$ cat src/rtl/sc_frame_sequencer.sv
// Per-frame walker: reads each ball position, drives the shared world-to-screen
// converter and hands the screen coordinates to the renderer over valid/ready.
module sc_frame_sequencer #(
  parameter int WIDTH   = 32,
  parameter int N_BALLS = 16,
  parameter int ADDR_W  = 4
) (
  input  logic              clk,
  input  logic              rst_n,
  input  logic              start,
  input  logic [10:0]       res_y,
  output logic              busy,
  output logic              done,
  output logic              pos_rd,
  output logic [ADDR_W-1:0] pos_addr,
  input  logic [WIDTH-1:0]  pos_x,
  input  logic [WIDTH-1:0]  pos_y,
  output logic [WIDTH-1:0]  cv_x,
  output logic [WIDTH-1:0]  cv_y,
  output logic [10:0]       cv_res_y,
  input  logic [10:0]       cv_x_sc,
  input  logic [10:0]       cv_y_sc,
  output logic              sc_valid,
  input  logic              sc_ready,
  output logic [ADDR_W-1:0] sc_addr,
  output logic [10:0]       sc_x,
  output logic [10:0]       sc_y
);

  typedef enum logic [2:0] {
    S_IDLE, S_READ, S_LATCH, S_CONV, S_WRITE, S_FIN
  } state_t;

  localparam logic [ADDR_W-1:0] LAST_IDX = ADDR_W'(N_BALLS - 1);

  state_t            state_q, state_d;
  logic [ADDR_W-1:0] index_q, index_d;
  logic [10:0]       res_y_q, res_y_d;
  logic [WIDTH-1:0]  cv_x_q, cv_x_d;
  logic [WIDTH-1:0]  cv_y_q, cv_y_d;
  logic [10:0]       sc_x_q, sc_x_d;
  logic [10:0]       sc_y_q, sc_y_d;
  logic [ADDR_W-1:0] sc_addr_q, sc_addr_d;
  logic              sc_valid_q, sc_valid_d;

  logic last_entry;
  assign last_entry = (index_q == LAST_IDX);

  always_ff @(posedge clk or negedge rst_n) begin
    if (!rst_n) begin
      state_q    <= S_IDLE;
      index_q    <= '0;
      res_y_q    <= '0;
      cv_x_q     <= '0;
      cv_y_q     <= '0;
      sc_x_q     <= '0;
      sc_y_q     <= '0;
      sc_addr_q  <= '0;
      sc_valid_q <= 1'b0;
    end else begin
      state_q    <= state_d;
      index_q    <= index_d;
      res_y_q    <= res_y_d;
      cv_x_q     <= cv_x_d;
      cv_y_q     <= cv_y_d;
      sc_x_q     <= sc_x_d;
      sc_y_q     <= sc_y_d;
      sc_addr_q  <= sc_addr_d;
      sc_valid_q <= sc_valid_d;
    end
  end

  always_comb begin
    state_d = state_q;
    unique case (state_q)
      S_IDLE:  if (start) state_d = S_READ;
      S_READ:  state_d = S_LATCH;
      S_LATCH: state_d = S_CONV;
      S_CONV:  state_d = S_WRITE;
      S_WRITE: if (sc_ready) state_d = last_entry ? S_FIN : S_READ;
      S_FIN:   state_d = S_IDLE;
      default: state_d = S_IDLE;
    endcase
  end

  // Datapath registers only move in the state that owns them; everything else holds.
  always_comb begin
    index_d    = index_q;
    res_y_d    = res_y_q;
    cv_x_d     = cv_x_q;
    cv_y_d     = cv_y_q;
    sc_x_d     = sc_x_q;
    sc_y_d     = sc_y_q;
    sc_addr_d  = sc_addr_q;
    sc_valid_d = sc_valid_q;
    unique case (state_q)
      S_IDLE: begin
        if (start) begin
          res_y_d = res_y;
          index_d = '0;
        end
      end
      S_LATCH: begin
        cv_x_d = pos_x;
        cv_y_d = pos_y;
      end
      S_CONV: begin
        sc_x_d     = cv_x_sc;
        sc_y_d     = cv_y_sc;
        sc_addr_d  = index_q;
        sc_valid_d = 1'b1;
      end
      S_WRITE: begin
        if (sc_ready) begin
          sc_valid_d = 1'b0;
          if (!last_entry) index_d = index_q + ADDR_W'(1);
        end
      end
      default: ;
    endcase
  end

  always_comb begin
    busy     = (state_q != S_IDLE);
    done     = (state_q == S_FIN);
    pos_rd   = (state_q == S_READ);
    pos_addr = index_q;
  end

  assign cv_x     = cv_x_q;
  assign cv_y     = cv_y_q;
  assign cv_res_y = res_y_q;
  assign sc_valid = sc_valid_q;
  assign sc_addr  = sc_addr_q;
  assign sc_x     = sc_x_q;
  assign sc_y     = sc_y_q;

endmodule

$ cat config.mk
export PLATFORM = sky130hd
export DESIGN_NAME = sc_frame_sequencer
export DESIGN_NICKNAME = d
export VERILOG_FILES = /design/src/rtl/sc_frame_sequencer.sv
export SDC_FILE = /design/constraint.sdc
export NUM_CORES = 1
export LEC_CHECK = 0
export CAP_MARGIN = 20
export CORE_MARGIN = 5
export CORE_UTILIZATION = 45
export DETAILED_ROUTE_END_ITERATION = 12
export PLACE_DENSITY = 0.93
export SETUP_SLACK_MARGIN = 0.4
export SYNTH_ARGS = -nofsm -noshare
export SYNTH_HDL_FRONTEND = slang
export SYNTH_SLANG_ARGS = --single-unit
$ cat constraint.sdc
create_clock -name clk -period 2.73 [get_ports clk]
set_input_delay 0.546 -clock clk [delete_from_list [all_inputs] [get_ports clk]]
set_output_delay 0.546 -clock clk [all_outputs]
set_load 0.02 [all_outputs]
Yosys cells after proc, flatten, opt, wreduce, memory -nomap -nowiden:

Cells that the tools add are included.

* register bits after elaboration: 109
* logic and storage cells: 37

* add/sub/neg operators: 1
* eq/ne operators: 9
* multiplexer cells: 10
* reduce and logical (&&, ||, !) cells: 8

Operator list (count)
* $pmux W3 S5: 1
* $mux W4: 3
* $mux W3: 3
* $pmux W4 S2: 1
* $eq A3 B2 Y1 const B: 2
* $eq A3 B3 Y1 const B: 2
* $ne A2 B2 Y1 const B: 3
* $reduce_and A2 Y1: 3
* $add A4 B1 Y4 const B: 1
* $eq A4 B4 Y1 const B: 1
* $reduce_and A4 Y1: 1
* $reduce_bool A2 Y1: 2
* $eq A3 B1 Y1 const B: 1
* $logic_not A3 Y1: 1
* $reduce_bool A3 Y1: 1
* $pmux W1 S2: 1
* $mux W1: 1

Logic depth before layout (Yosys ltp):

* depth after elaboration: 4
* gate-level depth with buffers: 6
* mapped depth without buffers: 4

Worst setup path after synthesis:

No wires, ideal clock.

* path kind: register to output
* from: register state_q[2]
* to: output pos_rd
* arrival time: 1203 ps
* data required time: 2184 ps
* path slack: 981 ps
* cell stages (with the launch flop): 4
* path buffers: 2
* cells stage by stage: dfrtp_1 > buf_6 > clkbuf_1 > nor3b_1

* word-level cells in the longest chain between the ends: 1

Ends and longest elaborated chain
* from (decl): line 36 `state_t state_q, state_d;`
* from (signal assigned): line 61 `state_q <= state_d;`
* $eq A3 B1 Y1: line 126 `pos_rd = (state_q == S_READ);`
* to (decl): line 14 `output logic pos_rd,`

No other way between the ends.

Worst setup path after layout:

* from: register state_q[1]
* to: output done

* word-level cells in the longest chain between the ends: 1

Ends and longest elaborated chain
* $eq A3 B3 Y1: line 125 `done = (state_q == S_FIN);`
* to (decl): line 13 `output logic done,`

No other way between the ends.

==> results_dict.tcl <==
set metrics [dict create \
    cp.required_ns 2.18 \
    ant_nets 0 \
    crit_type "register to output pin" \
    rows 36 \
    clock-sinks 109 \
    setup_viol 0 \
    vias 3086 \
    power_density_mw_per_mm2 1299 \
    drt_iter0_drc 110 \
    timing.final.hold_violations 0 \
    critPathMaxFanout 12 \
    io_pins 210 \
    slew_viol_final 0 \
    drc_errors 0 \
    htree_num_levels 3 \
    synthDominantCellAreaShare_pct 60.24 \
    slowest_delay_ns 0.60 \
    status "completed" \
    syn_area_sq_mm 0.004528 \
    track_usage_pct 19.42 \
    syn_inst 267 \
    finClkSkew_ns 0.009266 \
    cp_slowest_cell "clkdlybuf4s50_1" \
    dieArea_sq_mm 0.01217 \
    num-fill-cells 677 \
    viasPerCell 4.994 \
    dr.pass1.iters 4 \
    finalPower_mw 9.015 \
    wl_microns 12040 \
    crit_chain "and3b_1, clkdlybuf4s50_1" \
    crit_family "buffers and inverters" \
    syn2layout_area_growth_pct 53.22 \
    synth_area_leaders "dfrtp_1, mux2_4, mux2_2" \
    synth_area_per_cell_sq_um 16.96 \
    p_leak_nw 2.993 \
    fin_tns_setup_ns 0 \
    finalWeightedCongestion 0.8358 \
    cp.arrival_ns 1.70 \
    wl_per_cell_microns 19.48 \
    maxCapViolCount 0 \
    cp-end-kind "output pin" \
    grt_pass1_wl_microns 17900 \
    io_buffers 209 \
    synth-seq-cells 109 \
    synth_area_leader_cell "dfrtp_1" \
    grt_pass1_vias 3383 \
    reg2reg_from "state_q[2]" \
    layout-drive-gt1-share_pct 25.77 \
    die_w_microns 110.3 \
    core_sq_mm 0.009774 \
    max_slew_margin_pct 55.76 \
    cts_buffers 9 \
    yosys.cell_types.count 34 \
    die_h_microns 110.3 \
    period_minus_slack_ns 2.242 \
    yosysWarnings 0 \
    clk_pin_slew_ns 0.09 \
    worstMarginPinSlew_ns 0.6612 \
    clockBufferDepth 2 \
    cts_tree "done" \
    grt_max_degree 70 \
    antenna_found_initial 0 \
    diodes 0 \
    clk_latency_ns 0.35 \
    reg2reg_to "cv_x[22]" \
    start_util_pct 46.33 \
    fin_crit_sh_pct 82.13 \
    hpwl_microns 9071 \
    synth_nets 369 \
    ir_drop_uv 847.9 \
    clock.fmax_ghz 0.4460 \
    final_nets 584 \
    start_kind "register" \
    r2r_cells 5 \
    rsz0062_at_grt "false" \
    synth_seq_area_share_pct 60.24 \
    root_buffer "clkbuf_8" \
    path_buf_inv 1 \
    hold_class "input port to async pin" \
    r2r_setup_slack_ns 0.84 \
    overflow 0 \
]
-- cells in the mapped netlist (all sizes together) --
library cell and instances:
dfrtp 109, mux2 103, buf 13, nor2 5
nand2 4, a21oi 3, nor4b 3, a221o 2
a32o 2, clkbuf 2, nand3 2, nor3b 2
o21ai 2, a31oi 1, a41oi 1, and2 1
and2b 1, and3b 1, and4 1, ha 1
inv 1, nand3b 1, nand4 1, nor2b 1
o21bai 1, or2 1, or3 1, xnor2 1
-- power breakdown --
part	leakage (nW)	switching [mW]	internal (mW)	total [mW]
Clock	0.0881	0.503	0.370	0.874
Sequential	1.29	0.520	2.44	2.96
Combinational	1.61	2.24	2.94	5.18
-- cell families after synthesis --
| kind of cell | count (synthesis) | synth area share [%] |
|---|---|---|
| AO/OA/AOI/OAI | 12 | 1.934 |
| XOR/XNOR | 1 | 0.1935 |
| adder cells (fa/ha/maj) | 1 | 0.2763 |
| buffers and inverters | 16 | 2.984 |
| flip-flops | 109 | 60.24 |
| multiplexers | 103 | 30.59 |
| AND/OR/NAND/NOR | 25 | 3.786 |
-- stage by stage --
step	cells	worst slack, ns	hold slack [ns]	instance area, sq um	util, %
2_1_floorplan	267	0.9813	0.2504	4528	-
3_3_place_gp	598	0.6698	0.4686	6723	68.78
3_5_place_dp	598	0.6502	0.4751	6723	68.78
4_1_cts	612	0.4240	0.1657	6890	70.49
5_1_grt	618	0.4082	0.1960	6938	70.98
6_report	618	0.4878	0.1607	6938	70.98
-- flip-flops by register name, indices dropped and copies added, names as in the netlist --
name	cells
cv_y	32
sc_valid	1
sc_x	11
sc_addr	4
sc_y	11
state_q	3
pos_addr	4
cv_res_y	11
cv_x	32
-- final cells by class --
cell class | count | area, sq um | share of cell area (%)
clock buffer | 12 | 155.1 | 2.236
multi-input combinational | 142 | 1668 | 24.04
sequential | 109 | 2731 | 39.37
tap | 133 | 166.4 | 2.399
timing repair buffer | 219 | 2203 | 31.76
inverter | 1 | 3.754 | 0.05410
clock inverter | 2 | 10.01 | 0.1443
-- worst max path at each step --
stage | start | end | slack (ns) | depth (start not counted)
final | state_q[1] | done | 0.49 | 2
after global routing | state_q[1] | done | 0.41 | 2
after CTS | state_q[2] | pos_rd | 0.42 | 2
after detailed placement | state_q[2] | busy | 0.65 | 2
after global placement | state_q[2] | busy | 0.67 | 2
after floorplan | state_q[2] | pos_rd | 0.98 | 3
-- timing repair --
| item | 4_1_cts | 5_1_grt |
|---|---|---|
| setup buffers | 0 | 6 |
| endpoints found under the setup margin | 3 | 2 |
| pin swaps | 0 | 0 |
| resized for setup | 4 | 1 |
| hold buffers | 0 | 0 |
-- placed cells by master, fill, tap and decap left out, types with 3 or more instances in the layout --
master           netlist  final
mux2_2                33     33
a21oi_1                3      3
clkdlybuf4s50_1        0    206
buf_12                 0      3
nor4b_1                3      3
nand2_1                3      3
dfrtp_1              109    106
mux2_4                60     60
nor2_1                 4      4
mux2_1                10     10
dfrtp_2                0      3
clkbuf_8               0     11
buf_4                  1      8
-- per-layer routing --
| layer | global-route usage [%] | wire, microns |
|---|---|---|
| met2 | 34.75 | 6333 |
| met1 | 22.24 | 4504 |
| met3 | 4.252 | 796 |
| met5 | 0 | 0 |
| met4 | 8.531 | 406 |
Power figures use the tool's default switching activity.
